<file path="config.mk">
export PLATFORM = sky130hd
export DESIGN_NAME = stack
export DESIGN_NICKNAME = d
export VERILOG_FILES = /design/src/rtl/stack.sv
export SDC_FILE = /design/constraint.sdc
export NUM_CORES = 1
export LEC_CHECK = 0
export CAP_MARGIN = 10
export CORE_MARGIN = 3
export CORE_UTILIZATION = 49
export DETAILED_ROUTE_END_ITERATION = 10
export PLACE_DENSITY = 0.67
export SLEW_MARGIN = 20
export SYNTH_ARGS = -nofsm -noshare
export SYNTH_HDL_FRONTEND = slang
export SYNTH_SLANG_ARGS = --single-unit
</file>
<file path="constraint.sdc">
create_clock -name clk -period 20.2 [get_ports clk]
set_clock_uncertainty 0.1 [all_clocks]
set_input_delay 4.04 -clock clk [delete_from_list [all_inputs] [get_ports clk]]
set_output_delay 4.04 -clock clk [all_outputs]
set_load 0.01 [all_outputs]
</file>
<file path="src/rtl/stack.sv">
// ---------------------------------------------------------------------------
// Stack
//
// Purpose:
//   Single-cycle LIFO of STACK_SIZE words of N bits each. One push, one pop,
//   or a combined push+pop (replace top, return old top) completes per clock.
//   Requests that cannot be honoured (push when full, pop when empty) are
//   silently dropped; full/empty are the only flow-control signals.
//
// Parameters:
//   N           data word width in bits
//   STACK_SIZE  maximum number of stored entries (>= 2)
//
// Ports:
//   clk        in   rising-edge clock for all state
//   reset      in   asynchronous active-high reset (clears everything)
//   push       in   push request, sampled on rising clk
//   pop        in   pop request, sampled on rising clk
//   push_data  in   word written on an accepted push
//   pop_data   out  registered word removed by the last accepted pop
//   top        out  combinational view of the current top entry (0 if empty)
//   empty      out  stack holds 0 entries
//   full       out  stack holds STACK_SIZE entries
// ---------------------------------------------------------------------------
module stack #(
    parameter int N          = 16,
    parameter int STACK_SIZE = 16
) (
    input  logic         clk,
    input  logic         reset,
    input  logic         push,
    input  logic         pop,
    input  logic [N-1:0] push_data,
    output logic [N-1:0] pop_data,
    output logic [N-1:0] top,
    output logic         empty,
    output logic         full
);

    // sp needs to represent 0..STACK_SIZE inclusive; memory indices only
    // need 0..STACK_SIZE-1.
    localparam int SPW = $clog2(STACK_SIZE + 1);
    localparam int AW  = (STACK_SIZE > 1) ? $clog2(STACK_SIZE) : 1;

    logic [N-1:0]   mem_q [STACK_SIZE];
    logic [SPW-1:0] sp_q;
    logic [SPW-1:0] sp_d;
    logic [N-1:0]   popData_q;
    logic [N-1:0]   popData_d;

    logic [SPW-1:0] spMinus1;
    logic [AW-1:0]  topIdx;
    logic [AW-1:0]  wrIdx;
    logic           wrEn;
    logic [N-1:0]   wrData;
    logic           unusedSpBits;

    assign empty    = (sp_q == '0);
    assign full     = (sp_q == SPW'(STACK_SIZE));
    assign spMinus1 = sp_q - SPW'(1);
    assign topIdx   = spMinus1[AW-1:0];

    // The high bits of sp never reach a memory index; they are consumed here
    // only so the truncation above is visibly intentional.
    assign unusedSpBits = ^{sp_q, spMinus1};

    assign top      = empty ? '0 : mem_q[topIdx];
    assign pop_data = popData_q;

    // Next-state decode. A combined push+pop on a non-empty stack replaces
    // the top entry in place (sp unchanged, full does not matter). On an
    // empty stack the pop half has nothing to return, so the pair degrades
    // to a plain push into mem[0].
    always_comb begin
        sp_d      = sp_q;
        popData_d = popData_q;
        wrEn      = 1'b0;
        wrIdx     = sp_q[AW-1:0];
        wrData    = push_data;

        if (push && pop) begin
            if (empty) begin
                wrEn  = 1'b1;
                wrIdx = '0;
                sp_d  = sp_q + SPW'(1);
            end else begin
                wrEn      = 1'b1;
                wrIdx     = topIdx;
                popData_d = mem_q[topIdx];
            end
        end else if (push) begin
            if (!full) begin
                wrEn  = 1'b1;
                wrIdx = sp_q[AW-1:0];
                sp_d  = sp_q + SPW'(1);
            end
        end else if (pop) begin
            if (!empty) begin
                popData_d = mem_q[topIdx];
                sp_d      = spMinus1;
            end
        end
    end

    // State registers. Reset wipes the whole array as well as sp and
    // pop_data so that no stale word can ever appear on top after reset.
    always_ff @(posedge clk or posedge reset) begin
        if (reset) begin
            sp_q      <= '0;
            popData_q <= '0;
            for (int i = 0; i < STACK_SIZE; i++) begin
                mem_q[i] <= '0;
            end
        end else begin
            sp_q      <= sp_d;
            popData_q <= popData_d;
            if (wrEn) begin
                mem_q[wrIdx] <= wrData;
            end
        end
    end

`ifndef SYNTHESIS
    // Debug helper, called hierarchically from a bench: dumps the live
    // entries from bottom (mem[0]) to top (mem[sp-1]).
    task automatic print_stack();
        $display("stack: sp=%0d", sp_q);
        if (sp_q == '0) begin
            $display("stack: empty");
        end else begin
            for (int i = 0; i < int'(sp_q); i++) begin
                $display("stack:   mem[%0d] = %0d", i, mem_q[i]);
            end
        end
    endtask
`endif

endmodule

</file>
==> load_flow_metrics.sql, run 1 <==
INSERT INTO impl_metrics (metric_group, metric, value, unit) VALUES
('synth', 'synth-edff-count', '0', ''),
('power', 'power_leakage', '6.286', 'nW'),
('power', 'irDropWorstVdd', '0.0001289', 'V'),
('job', 'drv.max_cap_violation_count', '0', ''),
('critical_path', 'worstRegToRegCells', '7', ''),
('floorplanning', 'core.rowCount', '58', ''),
('grt', 'vias_in_the_first_global_route', '8146', ''),
('routing', 'detail_route.drc_violations', '0', ''),
('sta', 'setup-violations-final', '0', ''),
('clock_tree', 'cts_root_buffer', 'sky130_fd_sc_hd__clkbuf_16', ''),
('sta', 'layout_setup_ws', '11.18', 'ns'),
('routing', 'vias_per_cell', '5.933', ''),
('clock_tree', 'post_cts_resized', '0', ''),
('placement', 'place.port_buffers', '53', ''),
('placement', 'routability_cong', '0.7673', ''),
('clock_tree', 'clock_tree.buffer_depth', '3', ''),
('routing', 'postRouteAntennaNets', '0', ''),
('sta', 'max_slew.worst_pin.slew', '1.100', 'ns'),
('clock_tree', 'clk_pin_slew_worst_paths', '0.06', 'ns'),
('final_layout', 'post_layout_nonfiller_instances', '1237', ''),
('sta', 'final.setup.tns', '0', 'ns'),
('synth', 'dominantRegCellSynth', 'sky130_fd_sc_hd__dfrtp_1', ''),
('critical_path', 'start_kind', 'flop', ''),
('clock_tree', 'htree_num_levels', '1', ''),
('final_layout', 'final.fill_count', '1962', ''),
('final_layout', 'area.growth.synth_to_final', '13.48', '%'),
('hold_path', 'hold_class', 'reg2reg', ''),
('sta', 'slew_headroom', '26.68', '%'),
('synth', 'sequential_cell_area_fraction_in_the_yosys_report', '53.93', '%'),
('placement', 'place_ws', '11.75', 'ns'),
('clock_tree', 'worst_skew_pair.late_latency', '0.54', 'ns'),
('synth', 'synth-warning-count', '0', ''),
('routing', 'routed_wl', '29.13', 'mm'),
('grt', 'grtUsageTotal', '21.08', '%'),
('routing', 'met3_wirelength', '1.620', 'mm'),
('hold_path', 'holdCritStartpoint', 'pop_data[0]', ''),
('hold_path', 'worst_hold_path.num_cells', '2', ''),
('placement', 'dpl.hpwl', '17.57', 'mm'),
('floorplanning', 'initial_core_util', '50.46', '%'),
('routing', 'top_signal_layer_used', 'met4', ''),
('grt', 'largest_net_degree_at_the_start_of_global_routing', '130', ''),
('outcome', 'outcome', 'finished clean', ''),
('synth', 'synthesized_area', '0.01285', 'mm2'),
('critical_path', 'nature_of_the_critical_path_endpoint', 'output pin', ''),
('floorplanning', 'core_area', '0.02547', 'mm2'),
('clock_tree', 'num_cts_buffers', '29', ''),
('final_layout', 'num_antenna_cells', '0', ''),
('critical_path', 'data_arrival_time_at_the_worst_slack_endpoint', '4.88', 'ns'),
('final_layout', 'layout-drive-gt1-share', '45.53', '%'),
('routing', 'detail_route.iter0.violations', '406', ''),
('sta', 'grt_setup_unrepaired', 'no', ''),
('sta', 'fin_crit', '9.021', 'ns'),
('sta', 'fmax_achieved', '0.1109', 'GHz'),
('routing', 'wirelength_met1', '12.38', 'mm'),
('floorplanning', 'i_o_pin_count', '54', ''),
('synth', 'syn_nets', '874', ''),
('clock_tree', 'cts-hold-fix-buffers', '0', ''),
('critical_path', 'regToRegEndpoint', 'mem_q[164]', ''),
('routing', 'vias', '7339', ''),
('power', 'power_per_cell_area', '192.0', 'mW/mm2'),
('critical_path', 'setup.reg_to_reg.worst_slack', '15.99', 'ns'),
('sta', 'final_min_period_over_clock_period', '44.66', '%'),
('critical_path', 'data_required_time_of_the_critical_path', '16.06', 'ns'),
('floorplanning', 'die_boundary_height', '168.0', 'um'),
('clock_tree', 'post-cts-setup-buffer-count', '0', ''),
('grt', 'number_of_antenna_violations_at_the_first_check_in_global_routing', '0', ''),
('synth', 'postSynthCellCount', '852', ''),
('clock_tree', 'tritoncts', 'built', ''),
('synth', 'async_reset_ff_share', '100.0', '%'),
('grt', 'wire_length_of_the_first_global_routing_pass', '46.85', 'mm'),
('critical_path', 'cp_max_fo', '43', '');
-- cell families (layout without fill, tap and decap cells) --
logic type	after synthesis	after routing	share of synthesized area, %
buffers and inverters	69	124	2.696
DFF	277	277	53.93
xor gates and xnor gates	7	7	0.4770
and+or+nand+nor	92	92	3.466
AOI/OAI and AO/OA	50	50	2.404
muxes	355	355	36.83
adders and majority gates	2	2	0.1947
-- Yosys cell counts (all sizes together), types with 4 or more instances --
cell    instances  area share, %
mux4           64             11
mux2          274             24
clkbuf         34            1.0
nor3            4           0.16
xnor2           5           0.34
inv             4           0.12
nor2           26           0.88
buf            31            1.6
mux2i          17            1.3
o21ai          32            1.2
nand2          43            1.4
dfrtp         277             54
-- cells in the final DEF, fill, tap and decap left out, types with 6 or more instances in the layout --
master	netlist	routed
sky130_fd_sc_hd__buf_4	10	14
sky130_fd_sc_hd__clkbuf_16	0	29
sky130_fd_sc_hd__clkdlybuf4s50_1	0	53
sky130_fd_sc_hd__clkinv_2	0	8
sky130_fd_sc_hd__dfrtp_1	277	276
sky130_fd_sc_hd__mux2_1	10	10
sky130_fd_sc_hd__mux2_2	254	254
sky130_fd_sc_hd__mux2_4	10	10
sky130_fd_sc_hd__mux2i_1	17	17
sky130_fd_sc_hd__mux4_2	64	64
sky130_fd_sc_hd__nand2_1	35	35
sky130_fd_sc_hd__nand2_2	8	8
sky130_fd_sc_hd__nor2_1	20	20
sky130_fd_sc_hd__nor2_2	6	6
sky130_fd_sc_hd__o21ai_0	32	32
-- final cells by class --
class	instances	area [um2]	area share [%]
multi-input combinational	506	5610	38.46
tap	330	412.9	2.831
clock inverter	13	145.1	0.9950
timing repair buffer	68	646.9	4.435
clock buffer	39	813.3	5.576
inverter	4	22.52	0.1544
sequential	277	6935	47.55
-- critical path: stages (launching register included) --
cell                              delay, ns
sky130_fd_sc_hd__dfrtp_4               0.87
sky130_fd_sc_hd__inv_1                 0.14
sky130_fd_sc_hd__ha_2                  0.99
sky130_fd_sc_hd__buf_4                 0.60
sky130_fd_sc_hd__mux4_2                0.39
sky130_fd_sc_hd__mux2_2                0.27
sky130_fd_sc_hd__o21ai_0               0.38
sky130_fd_sc_hd__nor2_1                0.08
sky130_fd_sc_hd__clkdlybuf4s50_1       0.50
-- through the flow --
step	hold slack, ns	util (%)	power [mW]	area, um2
2_1_floorplan	0.3589	-	1.861	12850
3_3_place_gp	0.3628	53.49	2.234	13620
3_5_place_dp	0.3699	53.49	2.289	13620
4_1_cts	0.3841	57.25	2.833	14580
5_1_grt	0.4076	57.27	2.967	14590
6_report	0.3783	57.27	2.800	14590
-- state kept, by name (all words and copies together) (netlist names) --
signal	flops
sp_q	5
mem_q	256
pop_data	16
-- metal layers --
metal	vias to the layer above	GRT usage (%)
met4	0	5.478
met5	-	0
met2	181	35.73
met1	3915	28.90
met3	50	3.052
li1	3193	-
-- power by group --
| group | leakage [nW] | switching, mW | total [mW] | internal, mW |
|---|---|---|---|---|
| clock network | 0.473 | 0.215 | 0.533 | 0.319 |
| registers | 3.41 | 0.159 | 0.984 | 0.825 |
| logic | 2.40 | 0.557 | 1.28 | 0.726 |
-- worst max path at each step --
stage,startpoint,end
after floorplan,reset,mem_q[0]
after global placement,sp_q[0],top[7]
after detailed placement,sp_q[0],top[7]
after CTS,sp_q[0],top[7]
after global routing,sp_q[0],top[1]
final,sp_q[0],top[7]
No activity file was read; power rests on OpenSTA's default activity.
==> run 2: changes to the inputs <==
--- a/config.mk
+++ b/config.mk
@@ -9,7 +9,7 @@
 export CORE_MARGIN = 3
 export CORE_UTILIZATION = 49
 export DETAILED_ROUTE_END_ITERATION = 10
-export PLACE_DENSITY = 0.67
+export PLACE_DENSITY = 0.69
 export SLEW_MARGIN = 20
 export SYNTH_ARGS = -nofsm -noshare
 export SYNTH_HDL_FRONTEND = slang
==> constraint.sdc (replaced) <==
create_clock -name clk -period 7.5 [get_ports clk]
set_clock_uncertainty 0.1 [all_clocks]
set_input_delay 1.5 -clock clk [delete_from_list [all_inputs] [get_ports clk]]
set_output_delay 1.5 -clock clk [all_outputs]
set_load 0.01 [all_outputs]
==> run 2 against run 1 <==
Clock power rose to 2.7 times the previous value. Register-to-register slack lost 13 ns. Flip-flop and latch count unchanged. Largest cell class unchanged. Critical path type unchanged. Highest routed layer unchanged. Routed wire length shrank 2.7%. Utilization increased by 0.17 points. Global-route usage fell by 0.72 points. Sequential power rose to 2.7 times the previous value. Non-clock buffer count is 2 higher. Final cell count is essentially flat. Worst setup slack lost 9.5 ns. Sequential share of layout area decreased by 0.14 points. Critical endpoint is now top[0].
==> load_flow_metrics.sql, run 2 (synthesis results as in run 1) <==
INSERT INTO impl_metrics (metric_group, metric, value, unit) VALUES
('outcome', 'outcome', 'finished clean', ''),
('grt', 'wire_length_of_the_first_global_routing_pass', '45.28', 'mm'),
('sta', 'grt_setup_unrepaired', 'no', ''),
('routing', 'vias', '7231', ''),
('final_layout', 'num_antenna_cells', '0', ''),
('final_layout', 'final_core_util', '57.44', '%'),
('clock_tree', 'cts-hold-fix-buffers', '0', ''),
('sta', 'slew_headroom', '29.52', '%'),
('critical_path', 'worst_setup_path_startpoint', 'sp_q[0]', ''),
('floorplanning', 'core.rowCount', '58', ''),
('hold_path', 'hold_class', 'reg2reg', ''),
('critical_path', 'regToRegEndpoint', 'mem_q[170]', ''),
('routing', 'vias_per_cell', '5.841', ''),
('clock_tree', 'clk_pin_slew_worst_paths', '0.06', 'ns'),
('critical_path', 'setup.worst_path.end', 'top[0]', ''),
('routing', 'detail_route.drc_violations', '0', ''),
('grt', 'vias_in_the_first_global_route', '7751', ''),
('critical_path', 'critPathKind', 'reg2out', ''),
('routing', 'firstDrtPassIters', '4', ''),
('critical_path', 'path_buf_inv', '2', ''),
('clock_tree', 'clock_tree.buffer_depth', '3', ''),
('final_layout', 'area.growth.synth_to_final', '13.82', '%'),
('floorplanning', 'die_x', '168.0', 'um'),
('clock_tree', 'tritoncts', 'built', ''),
('floorplanning', 'dieArea', '0.02821', 'mm2'),
('final_layout', 'layout.nets', '909', ''),
('grt', 'largest_net_degree_at_the_start_of_global_routing', '140', ''),
('critical_path', 'nature_of_the_critical_path_endpoint', 'output pin', ''),
('power', 'irDropWorstVdd', '0.0003956', 'V'),
('sta', 'max_slew.worst_pin.slew', '1.057', 'ns'),
('clock_tree', 'cts_root_buffer', 'sky130_fd_sc_hd__clkbuf_16', ''),
('clock_tree', 'num_cts_buffers', '28', ''),
('critical_path', 'data_arrival_time_at_the_worst_slack_endpoint', '4.26', 'ns'),
('placement', 'dpl.hpwl', '16.63', 'mm'),
('critical_path', 'setup.reg_to_reg.worst_slack', '3.41', 'ns'),
('sta', 'report.final.hold_viol_count', '0', ''),
('sta', 'fin_crit', '5.862', 'ns'),
('grt', 'grtUsageTotal', '20.36', '%'),
('floorplanning', 'die_boundary_height', '168.0', 'um'),
('sta', 'setup-violations-final', '0', ''),
('placement', 'place.port_buffers', '53', ''),
('critical_path', 'cp_max_fo', '69', ''),
('routing', 'postRouteAntennaNets', '0', ''),
('grt', 'number_of_antenna_violations_at_the_first_check_in_global_routing', '0', ''),
('floorplanning', 'i_o_pin_count', '54', ''),
('critical_path', 'critical_path.cell_chain', 'inv_1 -> ha_4 -> mux4_2 -> mux2_2 -> o21ai_0 -> nor2_1 -> clkdlybuf4s50_1', ''),
('critical_path', 'data_required_time_of_the_critical_path', '5.90', 'ns'),
('sta', 'fmax_achieved', '0.1706', 'GHz'),
('critical_path', 'timing.critical_path.slowest_stage_cell', 'sky130_fd_sc_hd__ha_4', ''),
('power', 'power_leakage', '6.290', 'nW'),
('final_layout', 'largest_register', 'mem_q', ''),
('final_layout', 'area.sequential', '0.006935', 'mm2'),
('routing', 'detail_route.wl_per_cell', '22.90', 'um'),
('final_layout', 'multi_input_logic_area', '0.005632', 'mm2'),
('final_layout', 'layout.cells.most_common', 'sky130_fd_sc_hd__dfrtp_1', ''),
('critical_path', 'worstRegToRegCells', '7', ''),
('clock_tree', 'worst_skew_pair.late_latency', '0.55', 'ns'),
('critical_path', 'cell_family_contributing_the_most_delay_on_the_critical_path', 'adder cells', ''),
('power', 'power_per_cell_area', '513.7', 'mW/mm2'),
('clock_tree', 'cts_sinks', '277', ''),
('critical_path', 'cp_num_cells', '7', ''),
('routing', 'detail_route.iter0.violations', '414', ''),
('final_layout', 'layout.cells.most_common_list', '276 x sky130_fd_sc_hd__dfrtp_1, 254 x sky130_fd_sc_hd__mux2_2, 64 x sky130_fd_sc_hd__mux4_2, 53 x sky130_fd_sc_hd__clkdlybuf4s50_1, 35 x sky130_fd_sc_hd__nand2_1', ''),
('grt', 'grt.overflow.total', '0', ''),
('job', 'drv.max_cap_violation_count', '0', ''),
('floorplanning', 'initial_core_util', '50.46', '%'),
('hold_path', 'worst_hold_path.num_cells', '2', ''),
('final_layout', 'final.fill_count', '1996', ''),
('critical_path', 'worst_r2r_startpoint', 'sp_q[0]', ''),
('critical_path', 'critical-path-max-stage-delay', '1.00', 'ns'),
('clock_tree', 'post-cts-setup-buffer-count', '0', ''),
('sta', 'slew_violations', '0', ''),
('critical_path', 'start_kind', 'flop', ''),
('placement', 'routability_cong', '0.7740', ''),
('final_layout', 'layout-drive-gt1-share', '45.70', '%'),
('sta', 'final.setup.tns', '0', 'ns'),
('floorplanning', 'core_area', '0.02547', 'mm2'),
('clock_tree', 'htree_num_levels', '1', ''),
('sta', 'final_min_period_over_clock_period', '78.16', '%'),
('routing', 'routed_wl', '28.35', 'mm'),
('clock_tree', 'post_cts_resized', '0', ''),
('final_layout', 'largest_register_ffs', '256', '');
[run 2: cell types whose count changed in the layout (fill, tap and decap cells not counted), sizes merged]
cell / previous run / this run
buf: 15 / 17
clkbuf: 39 / 37
clkinvlp: 2 / 4
inv: 4 / 3
[run 2: power breakdown]
group	internal, mW	total (mW)	leakage, nW	switching [mW]
registers	2.22	2.62	3.41	0.402
clock network	0.839	1.42	0.463	0.583
logic	1.98	3.47	2.42	1.49
total	5.04	7.52	6.29	2.47
[run 2: metal layers]
| metal | track usage [%] | wire, um |
|---|---|---|
| met2 | 32.98 | 13440 |
| met1 | 30.07 | 13460 |
| met3 | 2.794 | 911 |
| met4 | 3.878 | 540 |
| met5 | 0 | 0 |
[run 2: area by class of cell]
type                            instances  area share, %
Tap cell                              330          2.822
Multi-Input combinational cell        506          38.49
Clock inverter                         14          1.120
Clock buffer                           37          5.362
Timing Repair Buffer                   70          4.669
Sequential cell                       277          47.40
Inverter                                4         0.1283
[run 2: worst min-delay path by stage]
stage                      start            to  slack, ns
floorplan             mem_q[176]    mem_q[176]       0.36
global placement    pop_data[14]  pop_data[14]       0.36
detailed placement  pop_data[12]  pop_data[12]       0.37
CTS                 pop_data[12]  pop_data[12]       0.38
global route          mem_q[178]    mem_q[178]       0.41
finish              pop_data[12]  pop_data[12]       0.38
[run 2: through the flow]
step | hold slack (ns) | setup WS [ns] | cells | cell area, um2 | power, mW
final | 0.3783 | 1.638 | 1238 | 14630 | 7.516
after global routing | 0.4064 | 1.460 | 1238 | 14630 | 7.997
after CTS | 0.3829 | 1.557 | 1237 | 14610 | 7.591
after detailed placement | 0.3693 | 2.170 | 1186 | 13660 | 6.147
after global placement | 0.3620 | 2.183 | 1186 | 13650 | 6.048
after floorplan | 0.3589 | 2.235 | 852 | 12860 | 5.013
[run 2: worst min-delay path: stages, from the launching register on]
cell and delay, ns:
sky130_fd_sc_hd__dfrtp_1 0.34, sky130_fd_sc_hd__nand2_1 0.05, sky130_fd_sc_hd__o21ai_0 0.06
==> run 3: changes to the inputs <==
==> constraint.sdc (replaced) <==
create_clock -name clk -period 5.17 [get_ports clk]
set_clock_uncertainty 0.1 [all_clocks]
set_input_delay 1.034 -clock clk [delete_from_list [all_inputs] [get_ports clk]]
set_output_delay 1.034 -clock clk [all_outputs]
set_load 0.01 [all_outputs]
==> run 3 against run 2 <==
Final cell count grew 0.24%. Power is 45% higher. Critical path depth rose by 1. Sequential power is 44% higher. Die area unchanged. Clock power grew 38%. Register-to-register slack worse by 1.6 ns. Largest cell class unchanged.
==> load_flow_metrics.sql, run 3 (synthesis results as in run 1) <==
INSERT INTO impl_metrics (metric_group, metric, value, unit) VALUES
('job', 'drv.max_cap_violation_count', '0', ''),
('critical_path', 'critPathKind', 'reg2out', ''),
('clock_tree', 'post-cts-setup-buffer-count', '0', ''),
('final_layout', 'layout.cells.most_common', 'sky130_fd_sc_hd__dfrtp_1', ''),
('sta', 'fmax_achieved', '0.2094', 'GHz'),
('power', 'power_leakage', '6.295', 'nW'),
('routing', 'firstDrtPassIters', '6', ''),
('hold_path', 'worst_hold_path.num_cells', '2', ''),
('power', 'finalPower', '10.86', 'mW'),
('routing', 'detail_route.drc_violations', '0', ''),
('sta', 'slew_headroom', '38.96', '%'),
('critical_path', 'nature_of_the_critical_path_endpoint', 'output pin', ''),
('routing', 'routed_wl', '28.24', 'mm'),
('placement', 'place.port_buffers', '53', ''),
('clock_tree', 'worst_skew_pair.late_latency', '0.54', 'ns'),
('final_layout', 'largest_register', 'mem_q', ''),
('sta', 'setup-violations-final', '0', ''),
('routing', 'vias_per_cell', '5.820', ''),
('routing', 'detail_route.wl_per_cell', '22.75', 'um'),
('critical_path', 'cp_max_fo', '33', ''),
('floorplanning', 'i_o_pin_count', '54', ''),
('grt', 'wire_length_of_the_first_global_routing_pass', '45.09', 'mm'),
('sta', 'slew_violations', '0', ''),
('grt', 'largest_net_degree_at_the_start_of_global_routing', '94', ''),
('clock_tree', 'htree_num_levels', '1', ''),
('critical_path', 'start_kind', 'flop', ''),
('routing', 'detail_route.iter0.violations', '468', ''),
('critical_path', 'data_required_time_of_the_critical_path', '4.04', 'ns'),
('critical_path', 'data_arrival_time_at_the_worst_slack_endpoint', '3.64', 'ns'),
('grt', 'number_of_antenna_violations_at_the_first_check_in_global_routing', '1', ''),
('floorplanning', 'dieArea', '0.02821', 'mm2'),
('final_layout', 'layout-drive-gt1-share', '44.84', '%'),
('final_layout', 'layout.nets', '912', ''),
('critical_path', 'path_buf_inv', '3', ''),
('floorplanning', 'die_x', '168.0', 'um'),
('clock_tree', 'num_cts_buffers', '28', ''),
('clock_tree', 'cts_root_buffer', 'sky130_fd_sc_hd__clkbuf_16', ''),
('floorplanning', 'die_boundary_height', '168.0', 'um'),
('final_layout', 'layout.cells.most_common_list', '276 x sky130_fd_sc_hd__dfrtp_1, 254 x sky130_fd_sc_hd__mux2_2, 64 x sky130_fd_sc_hd__mux4_2, 53 x sky130_fd_sc_hd__clkdlybuf4s50_1, 35 x sky130_fd_sc_hd__nand2_1', ''),
('final_layout', 'area.growth.synth_to_final', '14.04', '%'),
('clock_tree', 'tritoncts', 'built', ''),
('sta', 'final.setup.tns', '0', 'ns'),
('floorplanning', 'core_area', '0.02547', 'mm2'),
('power', 'power_per_cell_area', '740.9', 'mW/mm2'),
('critical_path', 'worst_r2r_startpoint', 'sp_q[0]', ''),
('critical_path', 'timing.critical_path.slowest_stage_cell', 'sky130_fd_sc_hd__ha_4', ''),
('sta', 'fin_crit', '4.776', 'ns'),
('final_layout', 'post_layout_nonfiller_instances', '1241', ''),
('clock_tree', 'clk_pin_slew_worst_paths', '0.06', 'ns'),
('sta', 'max_slew.worst_pin.slew', '0.9156', 'ns'),
('hold_path', 'min_delay_worst_endpoint', 'pop_data[12]', ''),
('clock_tree', 'cts_sinks', '277', ''),
('clock_tree', 'clock_tree.buffer_depth', '3', ''),
('clock_tree', 'post_cts_resized', '0', ''),
('grt', 'vias_in_the_first_global_route', '7673', ''),
('routing', 'vias', '7223', ''),
('final_layout', 'final.fill_count', '2004', ''),
('critical_path', 'setup.reg_to_reg.worst_slack', '1.79', 'ns'),
('floorplanning', 'core.rowCount', '58', ''),
('critical_path', 'cell_family_contributing_the_most_delay_on_the_critical_path', 'buffers and inverters', ''),
('placement', 'dpl.hpwl', '16.84', 'mm'),
('outcome', 'outcome', 'finished clean', ''),
('sta', 'final_min_period_over_clock_period', '92.38', '%'),
('sta', 'fin_worst_hold_slack', '0.3732', 'ns'),
('clock_tree', 'cts-hold-fix-buffers', '0', ''),
('sta', 'grt_setup_unrepaired', 'no', ''),
('critical_path', 'regToRegEndpoint', 'mem_q[124]', ''),
('sta', 'report.final.hold_viol_count', '0', ''),
('grt', 'grt.overflow.total', '0', ''),
('hold_path', 'holdCritStartpoint', 'pop_data[12]', ''),
('critical_path', 'critical_path.cell_chain', 'inv_1 -> ha_4 -> buf_12 -> mux4_2 -> mux2_2 -> o21ai_0 -> nor2_1 -> clkdlybuf4s50_1', ''),
('routing', 'postRouteAntennaNets', '0', ''),
('grt', 'grtUsageTotal', '20.36', '%'),
('floorplanning', 'initial_core_util', '50.46', '%'),
('power', 'irDropWorstVdd', '0.0006285', 'V'),
('hold_path', 'hold_class', 'reg2reg', ''),
('critical_path', 'worstRegToRegCells', '7', ''),
('critical_path', 'critical-path-max-stage-delay', '0.57', 'ns'),
('placement', 'dpl.cell_count', '1190', ''),
('placement', 'routability_cong', '0.7415', ''),
('final_layout', 'largest_register_ffs', '256', '');
-- run 3: area by class of cell --
class / count / area, um2 / share of cell area [%]
inverter: 4 / 18.77 / 0.1280
clock inverter: 3 / 43.79 / 0.2988
multi-input combinational: 506 / 5620 / 38.34
sequential: 277 / 6935 / 47.32
antenna: 1 / 2.502 / 0.01707
clock buffer: 47 / 843.3 / 5.753
tap: 330 / 412.9 / 2.817
timing repair buffer: 73 / 780.7 / 5.327
-- run 3: tightest hold or removal path, delay by kind of cell, from the launching register on --
kind | cells | cell delay [ns]
and+or+nand+nor | 1 | 0.04
DFF | 1 | 0.34
AOI/OAI and AO/OA | 1 | 0.06
-- run 3: layer usage --
| metal | track usage, % | vias up | wire length, um |
|---|---|---|---|
| met5 | 0 | - | 0 |
| met4 | 4.518 | 0 | 452 |
| met3 | 2.207 | 32 | 829 |
| met2 | 33.47 | 114 | 13690 |
| met1 | 29.73 | 3856 | 13270 |
| li1 | - | 3221 | - |
-- run 3: worst max path at each step --
| stage | start | to | cells after the start |
|---|---|---|---|
| after floorplan | reset | mem_q[0] | 1 |
| after global placement | sp_q[1] | top[7] | 8 |
| after detailed placement | sp_q[1] | top[0] | 8 |
| after CTS | sp_q[1] | top[0] | 8 |
| after global routing | sp_q[1] | top[7] | 8 |
| final | sp_q[1] | top[0] | 8 |
-- run 3: report_power, final --
| group | switching [mW] | internal (mW) | leakage, nW |
|---|---|---|---|
| Combinational | 2.22 | 2.92 | 2.45 |
| Sequential | 0.547 | 3.22 | 3.41 |
| Clock | 0.806 | 1.15 | 0.431 |
| Total | 3.57 | 7.29 | 6.30 |
-- run 3: through the flow --
| stage | util [%] | setup slack (ns) | cell area, um2 |
|---|---|---|---|
| 2_1_floorplan | - | 0.3706 | 12860 |
| 3_3_place_gp | 54.05 | 1.020 | 13770 |
| 3_5_place_dp | 54.05 | 0.9813 | 13770 |
| 4_1_cts | 57.54 | 0.4052 | 14660 |
| 5_1_grt | 57.54 | 0.2355 | 14660 |
| 6_report | 57.54 | 0.3940 | 14660 |
